### src/rtl/ctrl_pkg.sv
// rtl/ctrl_pkg.sv - shared types and encodings for the multicycle controller and main decoder
//
// Contents:
//   state_t     multicycle sequencer states (encoding is visible on state_o)
//   op_class_t  instruction class produced by main_decoder
//   OP_*        7-bit major opcodes
//   ALUOP_*     2-bit ALU operation class handed to the ALU decoder
package ctrl_pkg;

    typedef enum logic [2:0] {
        FETCH  = 3'd0,
        DECODE = 3'd1,
        EXEC   = 3'd2,
        MEM    = 3'd3,
        WB     = 3'd4,
        TRAP   = 3'd5
    } state_t;

    typedef enum logic [3:0] {
        CLS_R    = 4'd0,
        CLS_I    = 4'd1,
        CLS_U    = 4'd2,
        CLS_LW   = 4'd3,
        CLS_SW   = 4'd4,
        CLS_BR   = 4'd5,
        CLS_JALR = 4'd6,
        CLS_JAL  = 4'd7,
        CLS_ILL  = 4'd8
    } op_class_t;

    localparam logic [6:0] OP_R    = 7'b0110011;
    localparam logic [6:0] OP_I    = 7'b0010011;
    localparam logic [6:0] OP_LUI  = 7'b0110111;
    localparam logic [6:0] OP_LW   = 7'b0000011;
    localparam logic [6:0] OP_SW   = 7'b0100011;
    localparam logic [6:0] OP_BR   = 7'b1100011;
    localparam logic [6:0] OP_JALR = 7'b1100111;
    localparam logic [6:0] OP_JAL  = 7'b1101111;

    localparam logic [1:0] ALUOP_ADD = 2'b00;  // LW/SW/JALR/JAL address or link
    localparam logic [1:0] ALUOP_BR  = 2'b01;  // branch compare
    localparam logic [1:0] ALUOP_RI  = 2'b10;  // funct-decoded R/I operations
    localparam logic [1:0] ALUOP_LUI = 2'b11;  // pass upper immediate

    // Classes that end in EXEC by redirecting the PC.
    function automatic logic is_flow(input op_class_t cls);
        return (cls == CLS_BR) || (cls == CLS_JALR) || (cls == CLS_JAL);
    endfunction

    // Classes that write a link register in EXEC.
    function automatic logic is_link(input op_class_t cls);
        return (cls == CLS_JALR) || (cls == CLS_JAL);
    endfunction

endpackage

### src/rtl/multicycle_controller_main_decoder.sv
// rtl/multicycle_controller_main_decoder.sv - combinational opcode to datapath-control decoder
//
// Shared between the single-cycle path and the multicycle controller.
// Ports:
//   op_i          in   7  major opcode
//   cls_o         out  4  instruction class (CLS_ILL when not legal)
//   legal_o       out  1  opcode is supported
//   alu_src_o     out  1  ALU B operand from immediate
//   alu_op_o      out  2  ALU operation class
//   mem_to_reg_o  out  1  write-back data from memory
//   branch_o      out  1  conditional branch
//   jalr_sel_o    out  1  register-indirect jump
//   jal_sel_o     out  1  PC-relative jump
// Parameter ENABLE_JAL: when 0, the JAL opcode decodes as illegal.
module main_decoder
    import ctrl_pkg::*;
#(
    parameter bit ENABLE_JAL = 1'b1
) (
    input  logic [6:0] op_i,
    output op_class_t  cls_o,
    output logic       legal_o,
    output logic       alu_src_o,
    output logic [1:0] alu_op_o,
    output logic       mem_to_reg_o,
    output logic       branch_o,
    output logic       jalr_sel_o,
    output logic       jal_sel_o
);

    always_comb begin
        cls_o        = CLS_ILL;
        legal_o      = 1'b0;
        alu_src_o    = 1'b0;
        alu_op_o     = ALUOP_ADD;
        mem_to_reg_o = 1'b0;
        branch_o     = 1'b0;
        jalr_sel_o   = 1'b0;
        jal_sel_o    = 1'b0;

        case (op_i)
            OP_R: begin
                cls_o    = CLS_R;
                legal_o  = 1'b1;
                alu_op_o = ALUOP_RI;
            end
            OP_I: begin
                cls_o     = CLS_I;
                legal_o   = 1'b1;
                alu_src_o = 1'b1;
                alu_op_o  = ALUOP_RI;
            end
            OP_LUI: begin
                cls_o     = CLS_U;
                legal_o   = 1'b1;
                alu_src_o = 1'b1;
                alu_op_o  = ALUOP_LUI;
            end
            OP_LW: begin
                cls_o        = CLS_LW;
                legal_o      = 1'b1;
                alu_src_o    = 1'b1;
                mem_to_reg_o = 1'b1;
            end
            OP_SW: begin
                cls_o     = CLS_SW;
                legal_o   = 1'b1;
                alu_src_o = 1'b1;
            end
            OP_BR: begin
                cls_o    = CLS_BR;
                legal_o  = 1'b1;
                alu_op_o = ALUOP_BR;
                branch_o = 1'b1;
            end
            OP_JALR: begin
                cls_o      = CLS_JALR;
                legal_o    = 1'b1;
                alu_src_o  = 1'b1;
                jalr_sel_o = 1'b1;
            end
            OP_JAL: begin
                if (ENABLE_JAL) begin
                    cls_o     = CLS_JAL;
                    legal_o   = 1'b1;
                    jal_sel_o = 1'b1;
                end
            end
            default: begin
                cls_o   = CLS_ILL;
                legal_o = 1'b0;
            end
        endcase
    end

endmodule

### src/rtl/multicycle_controller.sv
// rtl/multicycle_controller.sv - multicycle FETCH/DECODE/EXEC/MEM/WB instruction sequencer
//
// Ports:
//   clk, rst_n            clock, synchronous active-low reset
//   Opcode                instr[6:0], captured into op_q on the IRWrite cycle
//   stall                 freeze state/op_q/wait counter and mask write strobes
//   imem_ready            instruction memory data valid
//   dmem_ready            data memory read valid / write accepted
//   imem_req              fetch request, held until imem_ready
//   IRWrite, PCWrite      IR load / PC update strobes
//   ALUSrc .. JalSel      decoded datapath controls, valid DECODE..end of instruction
//   RegWrite, MemRead, MemWrite
//   ALUOp                 ALU operation class
//   illegal, timeout      sticky trap causes
//   state_o               current state encoding
// Parameters:
//   TIMEOUT_CYCLES        max ready-low wait cycles in FETCH/MEM before trapping (>=1)
//   ENABLE_JAL            JAL opcode legal when 1
module multicycle_controller
    import ctrl_pkg::*;
#(
    parameter int unsigned TIMEOUT_CYCLES = 16,
    parameter bit          ENABLE_JAL     = 1'b1
) (
    input  logic       clk,
    input  logic       rst_n,
    input  logic [6:0] Opcode,
    input  logic       stall,
    input  logic       imem_ready,
    input  logic       dmem_ready,
    output logic       imem_req,
    output logic       IRWrite,
    output logic       PCWrite,
    output logic       ALUSrc,
    output logic       MemtoReg,
    output logic       RegWrite,
    output logic       MemRead,
    output logic       MemWrite,
    output logic       Branch,
    output logic       JalrSel,
    output logic       JalSel,
    output logic [1:0] ALUOp,
    output logic       illegal,
    output logic       timeout,
    output logic [2:0] state_o
);

    localparam int unsigned CW = (TIMEOUT_CYCLES > 1) ? $clog2(TIMEOUT_CYCLES) : 1;
    localparam logic [CW-1:0] WAIT_LIMIT = CW'(TIMEOUT_CYCLES - 1);

    state_t        state_q, state_d;
    logic [6:0]    op_q, op_d;
    logic [CW-1:0] wait_cnt_q, wait_cnt_d;
    logic          illegal_q, illegal_d;
    logic          timeout_q, timeout_d;

    op_class_t     cls;
    logic          legal;
    logic          dec_alu_src;
    logic [1:0]    dec_alu_op;
    logic          dec_mem_to_reg;
    logic          dec_branch;
    logic          dec_jalr_sel;
    logic          dec_jal_sel;

    // Decode only the registered opcode so every control is a function of
    // state and op_q; the raw Opcode bus may change once IR is loaded.
    main_decoder #(
        .ENABLE_JAL (ENABLE_JAL)
    ) u_main_decoder (
        .op_i         (op_q),
        .cls_o        (cls),
        .legal_o      (legal),
        .alu_src_o    (dec_alu_src),
        .alu_op_o     (dec_alu_op),
        .mem_to_reg_o (dec_mem_to_reg),
        .branch_o     (dec_branch),
        .jalr_sel_o   (dec_jalr_sel),
        .jal_sel_o    (dec_jal_sel)
    );

    // Next-state logic.
    always_comb begin
        state_d    = state_q;
        op_d       = op_q;
        wait_cnt_d = wait_cnt_q;
        illegal_d  = illegal_q;
        timeout_d  = timeout_q;

        case (state_q)
            FETCH: begin
                if (imem_ready) begin
                    op_d    = Opcode;
                    state_d = DECODE;
                end else if (wait_cnt_q == WAIT_LIMIT) begin
                    timeout_d = 1'b1;
                    state_d   = TRAP;
                end else begin
                    wait_cnt_d = wait_cnt_q + CW'(1);
                end
            end
            DECODE: begin
                if (legal) begin
                    state_d = EXEC;
                end else begin
                    illegal_d = 1'b1;
                    state_d   = TRAP;
                end
            end
            EXEC: begin
                if (is_flow(cls)) begin
                    state_d = FETCH;
                end else if ((cls == CLS_LW) || (cls == CLS_SW)) begin
                    state_d = MEM;
                end else begin
                    state_d = WB;
                end
            end
            MEM: begin
                if (dmem_ready) begin
                    state_d = (cls == CLS_LW) ? WB : FETCH;
                end else if (wait_cnt_q == WAIT_LIMIT) begin
                    timeout_d = 1'b1;
                    state_d   = TRAP;
                end else begin
                    wait_cnt_d = wait_cnt_q + CW'(1);
                end
            end
            WB: begin
                state_d = FETCH;
            end
            TRAP: begin
                state_d = TRAP;
            end
            default: begin
                state_d = TRAP;
            end
        endcase

        // The wait budget is per handshake, so any transition starts it afresh.
        if (state_d != state_q) begin
            wait_cnt_d = '0;
        end
    end

    // State register; reset wins over stall, stall freezes everything else.
    always_ff @(posedge clk) begin
        if (!rst_n) begin
            state_q    <= FETCH;
            op_q       <= '0;
            wait_cnt_q <= '0;
            illegal_q  <= 1'b0;
            timeout_q  <= 1'b0;
        end else if (!stall) begin
            state_q    <= state_d;
            op_q       <= op_d;
            wait_cnt_q <= wait_cnt_d;
            illegal_q  <= illegal_d;
            timeout_q  <= timeout_d;
        end
    end

    // Output decode. Outputs are forced low during reset so the datapath
    // sees no request or strobe before the sequencer is initialised.
    // Write strobes are masked by stall; request levels are not, so a
    // pending memory access stays visible to the memory while frozen.
    logic in_instr;
    logic wr_ok;

    always_comb begin
        imem_req = 1'b0;
        IRWrite  = 1'b0;
        PCWrite  = 1'b0;
        ALUSrc   = 1'b0;
        MemtoReg = 1'b0;
        RegWrite = 1'b0;
        MemRead  = 1'b0;
        MemWrite = 1'b0;
        Branch   = 1'b0;
        JalrSel  = 1'b0;
        JalSel   = 1'b0;
        ALUOp    = 2'b00;
        illegal  = 1'b0;
        timeout  = 1'b0;
        state_o  = 3'd0;
        in_instr = 1'b0;
        wr_ok    = 1'b0;

        if (rst_n) begin
            wr_ok    = !stall;
            in_instr = (state_q == DECODE) || (state_q == EXEC) ||
                       (state_q == MEM)    || (state_q == WB);

            if (in_instr) begin
                ALUSrc   = dec_alu_src;
                ALUOp    = dec_alu_op;
                MemtoReg = dec_mem_to_reg;
                Branch   = dec_branch;
                JalrSel  = dec_jalr_sel;
                JalSel   = dec_jal_sel;
            end

            case (state_q)
                FETCH: begin
                    imem_req = 1'b1;
                    IRWrite  = imem_ready && wr_ok;
                end
                EXEC: begin
                    PCWrite  = is_flow(cls) && wr_ok;
                    RegWrite = is_link(cls) && wr_ok;
                end
                MEM: begin
                    MemRead  = (cls == CLS_LW);
                    MemWrite = (cls == CLS_SW) && wr_ok;
                    // A store retires in MEM, so it updates the PC on accept.
                    PCWrite  = (cls == CLS_SW) && dmem_ready && wr_ok;
                end
                WB: begin
                    RegWrite = wr_ok;
                    PCWrite  = wr_ok;
                end
                default: begin
                end
            endcase

            illegal = illegal_q;
            timeout = timeout_q;
            state_o = state_q;
        end
    end

endmodule
### config.mk
export PLATFORM = sky130hd
export DESIGN_NAME = multicycle_controller
export DESIGN_NICKNAME = d
export VERILOG_FILES = /design/src/rtl/ctrl_pkg.sv /design/src/rtl/multicycle_controller_main_decoder.sv /design/src/rtl/multicycle_controller.sv
export SDC_FILE = /design/constraint.sdc
export NUM_CORES = 1
export LEC_CHECK = 0
export CORE_MARGIN = 2
export CORE_UTILIZATION = 50
export DETAILED_ROUTE_END_ITERATION = 7
export PLACE_DENSITY = 0.85
export SLEW_MARGIN = 25
export SYNTH_ARGS = -nofsm -noshare
export SYNTH_HDL_FRONTEND = slang
export SYNTH_HIERARCHICAL = 1
export SYNTH_SLANG_ARGS = --single-unit
### constraint.sdc
create_clock -name clk -period 3.35 [get_ports clk]
set_clock_uncertainty 0.2 [all_clocks]
set_input_delay 0.67 -clock clk [delete_from_list [all_inputs] [get_ports clk]]
set_output_delay 0.67 -clock clk [all_outputs]
set_load 0.005 [all_outputs]
==> results of run 1 <==
==> critical path, delay by kind of cell, from the launching register on <==
kind            cells  cell delay [ns]
simple gates        3             0.72
buf+inv             2             0.70
flops               1             0.47
compound gates      2             0.29
==> timing repair <==
item,4_1_cts,5_1_grt
resized for setup,16,12
pin swaps,4,2
endpoints found under the setup margin,4,3
setup buffers,5,0
==> kinds of logic (layout without fill, tap and decap cells) <==
logic type	after synthesis	after routing	synth area share (%)
XOR/XNOR	3	3	1.94
buffers and inverters	18	58	7.86
adder cells (fa/ha/maj)	1	1	0.924
AO/OA/AOI/OAI	41	41	21.6
AND/OR/NAND/NOR	88	88	38.1
multiplexers	8	8	5.92
flip-flops	16	16	23.7
==> through the flow <==
step | setup TNS, ns | power (mW) | cell area [µm²] | util, % | cells
after floorplan | 0 | 0.294 | 1350 | - | 175
after global placement | 0 | 0.334 | 1700 | 67.5 | 236
after detailed placement | 0 | 0.338 | 1700 | 67.5 | 236
after CTS | 0 | 0.474 | 1820 | 72.3 | 245
after global routing | -0.129 | 0.505 | 1870 | 74.3 | 245
final | 0 | 0.481 | 1870 | 74.3 | 245
==> area by class of cell <==
type | instances | share of cell area (%)
inverter | 6 | 1.20
clock buffer | 4 | 1.94
tap | 30 | 2.00
multi-input combinational | 141 | 54.2
timing repair buffer | 48 | 22.9
sequential | 16 | 17.7
==> sequential cells by signal (all words and copies together) (netlist names) <==
| signal | count |
|---|---|
| wait_cnt_q | 4 |
| state_q | 3 |
| timeout_q | 1 |
| illegal_q | 1 |
| op_q | 7 |
==> cell usage after synthesis (all sizes together) (2+ instances only) <==
master and n:
a22oi 2, nand3 3, buf 9, inv 6
o22ai 3, a211oi 3, a21oi 7, o211ai 2
o31ai 2, xor2 3, o21ai 11, nor2b 4
nand2b 4, and2b 3, mux2i 8, nor4bb 2
nand2 10, clkbuf 3, and3b 2, dfxtp 16
and2 10, nor3 9, and3 6, o32a 2
or3 4, nor4 4, a31oi 2, or2 3
nor2 20
==> path summary, 6_finish.rpt <==
kind,end,slack [ns],cells after the start
worst min-delay path,timeout_q$_SDFFE_PN0P_,0.26,2
worst max-delay path,RegWrite,0.007,7
worst max register to register,state_q[0]$_SDFFE_PN0N_,0.99,10
worst min register to register,timeout_q$_SDFFE_PN0P_,0.26,2
==> report_power, final <==
group	switching [mW]	total, mW	internal (mW)	leakage (nW)
logic	0.0660	0.131	0.0647	0.614
registers	0.0188	0.218	0.199	0.133
clock network	0.0663	0.132	0.0662	0.0210
==> layout by cell type (no fill, tap or decap), drive strengths merged, types with 3 or more instances in the layout <==
master	count
nor4	4
xor2	3
mux2i	8
or3	4
and3	6
dfxtp	16
and2	10
o21ai	11
clkdlybuf4s50	26
and2b	3
nor2b	4
nand2	10
nand3	3
nor3	9
a211oi	3
a21oi	7
nand2b	4
or2	3
buf	19
inv	6
o22ai	3
clkbuf	5
nor2	20
==> metal layers <==
layer	wire length, µm	part of all wire [%]	up-vias
li1	-	-	714
met1	1690	40	705
met2	2070	48	105
met3	358	8.4	24
met4	150	3.5	0
met5	0	0	-
==> flow_summary.json, run 1 <==
{
  "clockBufferDepth": 2,
  "slew_violations": 0,
  "fmax_mhz": 299,
  "yosys.area.top_type": "dfxtp_1",
  "fillers": 192,
  "cp-start-kind": "flip-flop",
  "cts.clk_slew.worst_paths_ns": 0.10,
  "cts.htree.levels": 1,
  "grt-ovfl-total": 0,
  "fin_crit_sh_pct": 99.8,
  "first_pass_iters": 5,
  "met3_usage_pct": 3.49,
  "synthesis.nets": 188,
  "layout_min_cycle_time_ns": 3.34,
  "syn_area_per_cell_um2": 7.74,
  "dp_slack_ns": 0.0758,
  "drt_iter0_drc": 62,
  "antenna_found_initial": 0,
  "n_antenna_cell": 0,
  "post_drt_via_cell_ratio": 6.32,
  "run_status": "completed",
  "synthesis.area_um2": 1350,
  "io_pins": 30,
  "p_per_area_nw_per_um2": 257,
  "synth.distinct_cells": 53,
  "worst_hold_path_type": "flip-flop to flip-flop",
  "crit_arrival_ns": 2.47,
  "insertion_delay_ns": 0.29,
  "met2_usage_pct": 44.7,
  "cts_tree": "done",
  "vias": 1548,
  "multi_input_area_um2": 1020,
  "seqCellArea_um2": 332,
  "path_class": "flip-flop to primary output",
  "cts_root_buf": "clkbuf_4",
  "finalHoldViolCount": 0,
  "worstPathCellList": "nand2_2, or3_1, o22ai_2, buf_4, a21oi_1, nor3_1, clkdlybuf4s50_1",
  "drc": 0,
  "synthTopCellsByArea": "dfxtp_1, mux2i_1, nor2_1",
  "whs_ns": 0.257,
  "crit_path_top_delay_cell": "clkdlybuf4s50_1",
  "grt.busiest_layer": "met2",
  "die-area_um2": 3140,
  "die_height_um": 56.0,
  "synth_seq_area_share_pct": 23.7,
  "synth_edf_count": 0,
  "critPathLaunch": "op_q[1]$_SDFFE_PN0P_",
  "grt_use_met1_pct": 34.7,
  "grt_setup_unrepaired": "true",
  "crit_path_max_fanout": 5,
  "grt.total_usage_pct": 26.9,
  "core_um2": 2520,
  "synth_top_area_share_pct": 23.7,
  "grt_pass1_wl_um": 6890,
  "synth_warnings": 6,
  "cpPeakStageDelay_ns": 0.52,
  "r2r-start": "op_q[2]$_SDFFE_PN0P_",
  "syn_inst": 175,
  "nets": 229,
  "synth_seq_cells": 16,
  "totalWireLength_um": 4260,
  "drive_above_1_share_pct": 25.1,
  "drtAntennaViolNets": 0,
  "area_growth_pct": 38.4,
  "routedWlPerCell_um": 17.4,
  "required_ns": 2.48,
  "maxCapViolCount": 0,
  "leakagePower_nw": 0.768,
  "setup_ws_ns": 0.00703,
  "async_flop_share_pct": 0,
  "cts_buffers": 3,
  "synthFlopType": "dfxtp_1",
  "floorplan.rows": 18,
  "maxSlewHeadroom_pct": 57.3,
  "ir_drop_uv": 281,
  "setup_viol": 0,
  "gp_congestion": 0.937,
  "grt_pass1_vias": 1484,
  "die_x_um": 56.0,
  "start_util_pct": 53.7,
  "cts_hold_buf": 0,
  "tightest_slew_ns": 0.640,
  "end_kind": "primary output",
  "grt_max_degree": 15,
  "numPortBuffers": 29,
  "hp-start": "timeout_q$_SDFFE_PN0P_",
  "clock_sink_count": 16,
  "dp_hpwl_um": 2780
}
(Power assumes the default switching activity.)
==> inputs of run 2 (changes only) <==
--- a/config.mk
+++ b/config.mk
@@ -5,7 +5,6 @@
 export SDC_FILE = /design/constraint.sdc
 export NUM_CORES = 1
 export LEC_CHECK = 0
-export CORE_MARGIN = 2
 export CORE_UTILIZATION = 50
 export DETAILED_ROUTE_END_ITERATION = 7
 export PLACE_DENSITY = 0.85
==> run 2 against run 1 <==
Setup slack improved by 0.030 ns. Largest power group unchanged. Die area decreased by 7.0%. Wire length decreased by 11%. Maximum frequency increased by 0.91%. Sequential cell count unchanged. Core utilization decreased by 2.4 points.
==> flow_summary.json, run 2 (synthesis results as in run 1) <==
{
  "layout_min_cycle_time_ns": 3.31,
  "clockBufferDepth": 2,
  "fmax_mhz": 302,
  "crit_arrival_ns": 2.44,
  "cts_buffers": 3,
  "core_um2": 2520,
  "worst_hold_path_type": "flip-flop to flip-flop",
  "gp_congestion": 0.943,
  "final_common_cell": "clkdlybuf4s50_1",
  "setup_viol": 0,
  "crit_path_top_delay_cell": "dfxtp_2",
  "cp_top_family": "compound AO/OA/AOI/OAI gates",
  "die_height_um": 54.0,
  "vias": 1489,
  "run_status": "completed",
  "reg_top3": "op_q (7), wait_cnt_q (4), state_q (3)",
  "ir_drop_uv": 232,
  "grt_pass1_wl_um": 5870,
  "leakagePower_nw": 0.742,
  "crit_path_max_fanout": 8,
  "cts_hold_buf": 0,
  "maxSlewHeadroom_pct": 56.8,
  "dpl_cell_area_um2": 1700,
  "insertion_delay_ns": 0.30,
  "antenna_found_initial": 0,
  "cts_root_buf": "clkbuf_4",
  "fillers": 191,
  "multi_input_area_um2": 991,
  "grt.total_usage_pct": 27.6,
  "clock_sink_count": 16,
  "cpPeakStageDelay_ns": 0.37,
  "nets": 226,
  "tightest_slew_ns": 0.646,
  "swShare_pct": 32.3,
  "intPower_mw": 0.303,
  "drt_iter0_drc": 85,
  "clockPowerShare_pct": 23.9,
  "design_area_um2": 1810,
  "seqCellArea_um2": 325,
  "dp_hpwl_um": 2680,
  "grt_max_degree": 19,
  "drtAntennaViolNets": 0,
  "finalHoldViolCount": 0,
  "comb_power_share_pct": 27.0,
  "cts_tree": "done",
  "p_per_area_nw_per_um2": 247,
  "grt_pass1_vias": 1353,
  "die_x_um": 54.0,
  "seqPwrFrac_pct": 49.1,
  "drive_above_1_share_pct": 22.3,
  "worstPathCellList": "buf_4, and3_2, nor2_1, o22ai_2, buf_4, o21ai_0, o21ai_0, o32a_1, nor2_1, dlygate4sd2_1",
  "cp-start-kind": "flip-flop",
  "drc": 0,
  "setup_ws_ns": 0.0372,
  "routedWlPerCell_um": 15.7,
  "start_util_pct": 53.7,
  "io_pins": 30,
  "required_ns": 2.48,
  "n_antenna_cell": 0,
  "post_drt_via_cell_ratio": 6.18,
  "total_power_mw": 0.448,
  "first_pass_iters": 4,
  "floorplan.rows": 18,
  "cts.clk_slew.worst_paths_ns": 0.11,
  "area_growth_pct": 33.9,
  "cts.htree.levels": 1,
  "die-area_um2": 2920,
  "fin_crit_sh_pct": 98.9,
  "slew_violations": 0,
  "end_kind": "primary output",
  "critPathBufInv": 3,
  "top_register": "op_q",
  "path_class": "flip-flop to primary output",
  "grt-ovfl-total": 0,
  "numPortBuffers": 29,
  "utilization_pct": 71.9,
  "totalWireLength_um": 3790,
  "dp_slack_ns": 0.0968,
  "maxCapViolCount": 0,
  "largest_reg_flops": 7,
  "final_cell_mix": "clkdlybuf4s50_1, nor2_1, buf_4, dfxtp_1",
  "p_switching_mw": 0.145
}
## run 2: routing by layer
layer	share of wire (%)	routed length [µm]	vias to the layer above	global-route usage, %
li1	-	-	713	-
met1	42	1580	696	35.1
met2	49	1850	68	46.7
met3	6.9	262	12	4.24
met4	2.6	99	0	10.3
met5	0	0	-	0
## run 2: worst register-to-register path, stage by stage, from the launching register on
cell	delay [ns]
dfxtp_2	0.37
and2b_4	0.19
or4_1	0.49
a21oi_2	0.19
buf_4	0.16
nor4bb_4	0.22
buf_4	0.15
a22oi_1	0.07
and3_1	0.17
o22ai_2	0.11
## run 2: layout make-up
class                      instances  share of cell area (%)
clock buffer                       3                    1.24
timing repair buffer              45                    22.8
sequential                        16                    17.9
multi-input combinational        141                    54.7
tap                               30                    2.07
inverter                           6                    1.24
## run 2: what timing repair did
action                     4_1_cts  5_1_grt
setup endpoints to repair        4        3
pin swaps                        3        1
setup buffers                    3        0
gates resized for setup         11        9
## run 2: path summary, 6_finish.rpt
check	start	cells past startpoint	slack [ns]	endpoint
setup / recovery	op_q[4]$_SDFFE_PN0P_	10	0.04	PCWrite
hold / removal	timeout_q$_SDFFE_PN0P_	2	0.27	timeout_q$_SDFFE_PN0P_
setup reg to reg	op_q[3]$_SDFFE_PN0P_	9	0.99	state_q[2]$_SDFFE_PN0N_
hold reg to reg	timeout_q$_SDFFE_PN0P_	2	0.27	timeout_q$_SDFFE_PN0P_
## run 2: stage by stage
step	hold slack (ns)	std cells	TNS (ns)
floorplan	0.214	175	0
global placement	0.232	235	0
detailed placement	0.246	235	0
CTS	0.270	241	0
global route	0.297	241	-0.0423
finish	0.266	241	0
## run 2: power by group through the flow
stage	clock network [mW]	logic [mW]	registers, mW
after CTS	0.104	0.117	0.218
final	0.107	0.121	0.220
after floorplan	0	0.0840	0.210
after global routing	0.113	0.131	0.222
after detailed placement	0	0.114	0.222
after global placement	0	0.112	0.220
==> inputs of run 3 (changes only) <==
--- a/config.mk
+++ b/config.mk
@@ -5,6 +5,7 @@
 export SDC_FILE = /design/constraint.sdc
 export NUM_CORES = 1
 export LEC_CHECK = 0
+export CORE_ASPECT_RATIO = 1.4
 export CORE_UTILIZATION = 50
 export DETAILED_ROUTE_END_ITERATION = 7
 export PLACE_DENSITY = 0.85
==> run 3 against run 2 <==
Global-route usage increased by 0.98 points. Critical path depth shrank 1. Setup slack improved by 0.058 ns. Sequential power is essentially flat. Via count up 0.60%. Clock-buffer cell count grew 1. Wire length up 4.6%. Highest routed layer unchanged.
==> flow_summary.json, run 3 (synthesis results as in run 1) <==
{
  "drive_above_1_share_pct": 25.1,
  "clockBufferDepth": 2,
  "drc": 0,
  "hold_depth": 2,
  "io_pins": 30,
  "reg_top3": "op_q (7), wait_cnt_q (4), state_q (3)",
  "die_height_um": 63.6,
  "final_common_cell": "clkdlybuf4s50_1",
  "fmax_mhz": 307,
  "run_status": "completed",
  "cts_tree": "done",
  "fillers": 207,
  "dp_hpwl_um": 2800,
  "ir_drop_uv": 210,
  "antenna_found_initial": 0,
  "area_growth_pct": 39.2,
  "stdcell_count": 251,
  "worst_hold_path_type": "flip-flop to flip-flop",
  "r2r_slack_ns": 1.03,
  "grt_pass1_vias": 1411,
  "path_class": "flip-flop to primary output",
  "grt_setup_unrepaired": "true",
  "largest_reg_flops": 7,
  "end_kind": "primary output",
  "setup_viol": 0,
  "tightest_slew_ns": 0.670,
  "final_cell_mix": "clkdlybuf4s50_1, nor2_1, buf_4, dfxtp_1",
  "insertion_delay_ns": 0.30,
  "p_per_area_nw_per_um2": 253,
  "total_power_mw": 0.477,
  "cts.htree.levels": 1,
  "grt_pass1_wl_um": 6240,
  "die-area_um2": 2920,
  "top_register": "op_q",
  "crit_path_max_fanout": 5,
  "grt-ovfl-total": 0,
  "cts_buffers": 3,
  "grt.total_usage_pct": 28.6,
  "cts.clk_slew.worst_paths_ns": 0.10,
  "nets": 229,
  "clock_sink_count": 16,
  "finalHoldViolCount": 0,
  "required_ns": 2.48,
  "n_antenna_cell": 0,
  "routedWlPerCell_um": 15.8,
  "vias": 1498,
  "placedCellCount": 243,
  "r2r_cells": 9,
  "slew_violations": 0,
  "start_util_pct": 52.3,
  "setup_ws_ns": 0.0954,
  "layout_min_cycle_time_ns": 3.25,
  "cts_root_buf": "clkbuf_4",
  "core_um2": 2590,
  "crit_arrival_ns": 2.38,
  "totalWireLength_um": 3960,
  "utilization_pct": 72.8,
  "leakagePower_nw": 0.783,
  "drt_iter0_drc": 55,
  "post_drt_via_cell_ratio": 5.97,
  "cp-start-kind": "flip-flop",
  "drtAntennaViolNets": 0,
  "maxSlewHeadroom_pct": 55.3,
  "fin_crit_sh_pct": 97.2,
  "numPortBuffers": 29,
  "gp_congestion": 1.02,
  "first_pass_iters": 4,
  "dp_slack_ns": 0.0168,
  "grt_max_degree": 22,
  "floorplan.rows": 22,
  "whs_ns": 0.260,
  "maxCapViolCount": 0,
  "die_x_um": 46.0
}
-- run 3: layer usage --
layer	routed length, µm	part of all wire [%]	global-route usage [%]
met5	0	0	0
met4	120	3.0	15.8
met3	167	4.2	5.16
met2	2130	54	50.7
met1	1550	39	29.3
-- run 3: what timing repair did --
item                       CTS  global route
setup buffers                4             0
hold buffers                 0             0
gates resized for setup     15            13
setup endpoints to repair    4             3
pin swaps                    3             3
-- run 3: final cells by class --
type	count	area, µm²	share of cell area, %
repair buffers	48	432	22.9
inverters	6	22.5	1.20
well taps	36	45.0	2.39
clock buffers	4	36.3	1.93
flip-flops and latches	16	329	17.5
multi-input cells	141	1020	54.1
-- run 3: worst max-delay path, cell delays in order (launching register included) --
cell,delay (ns)
dfxtp_4,0.37
and2b_4,0.20
or4_4,0.50
a21oi_4,0.14
buf_4,0.12
or2_4,0.12
o21ai_0,0.08
o32a_1,0.29
nor2_1,0.13
clkbuf_2,0.13
-- run 3: report_power, final --
part / switching, mW / internal [mW] / total [mW]
sequential: 0.0210 / 0.199 / 0.220
clock: 0.0652 / 0.0664 / 0.132
combinational: 0.0616 / 0.0637 / 0.125
total: 0.148 / 0.329 / 0.477
-- run 3: through the flow --
stage / TNS (ns) / instance area [µm²]
floorplan: 0 / 1350
global placement: 0 / 1720
detailed placement: 0 / 1720
CTS: 0 / 1830
global route: -0.00240 / 1880
finish: 0 / 1880
-- run 3: final timing paths --
kind                                from                 endpoint
setup / recovery    op_q[2]$_SDFFE_PN0P_                  PCWrite
setup reg to reg    op_q[2]$_SDFFE_PN0P_  state_q[0]$_SDFFE_PN0N_
hold / removal    timeout_q$_SDFFE_PN0P_   timeout_q$_SDFFE_PN0P_
hold reg to reg   timeout_q$_SDFFE_PN0P_   timeout_q$_SDFFE_PN0P_
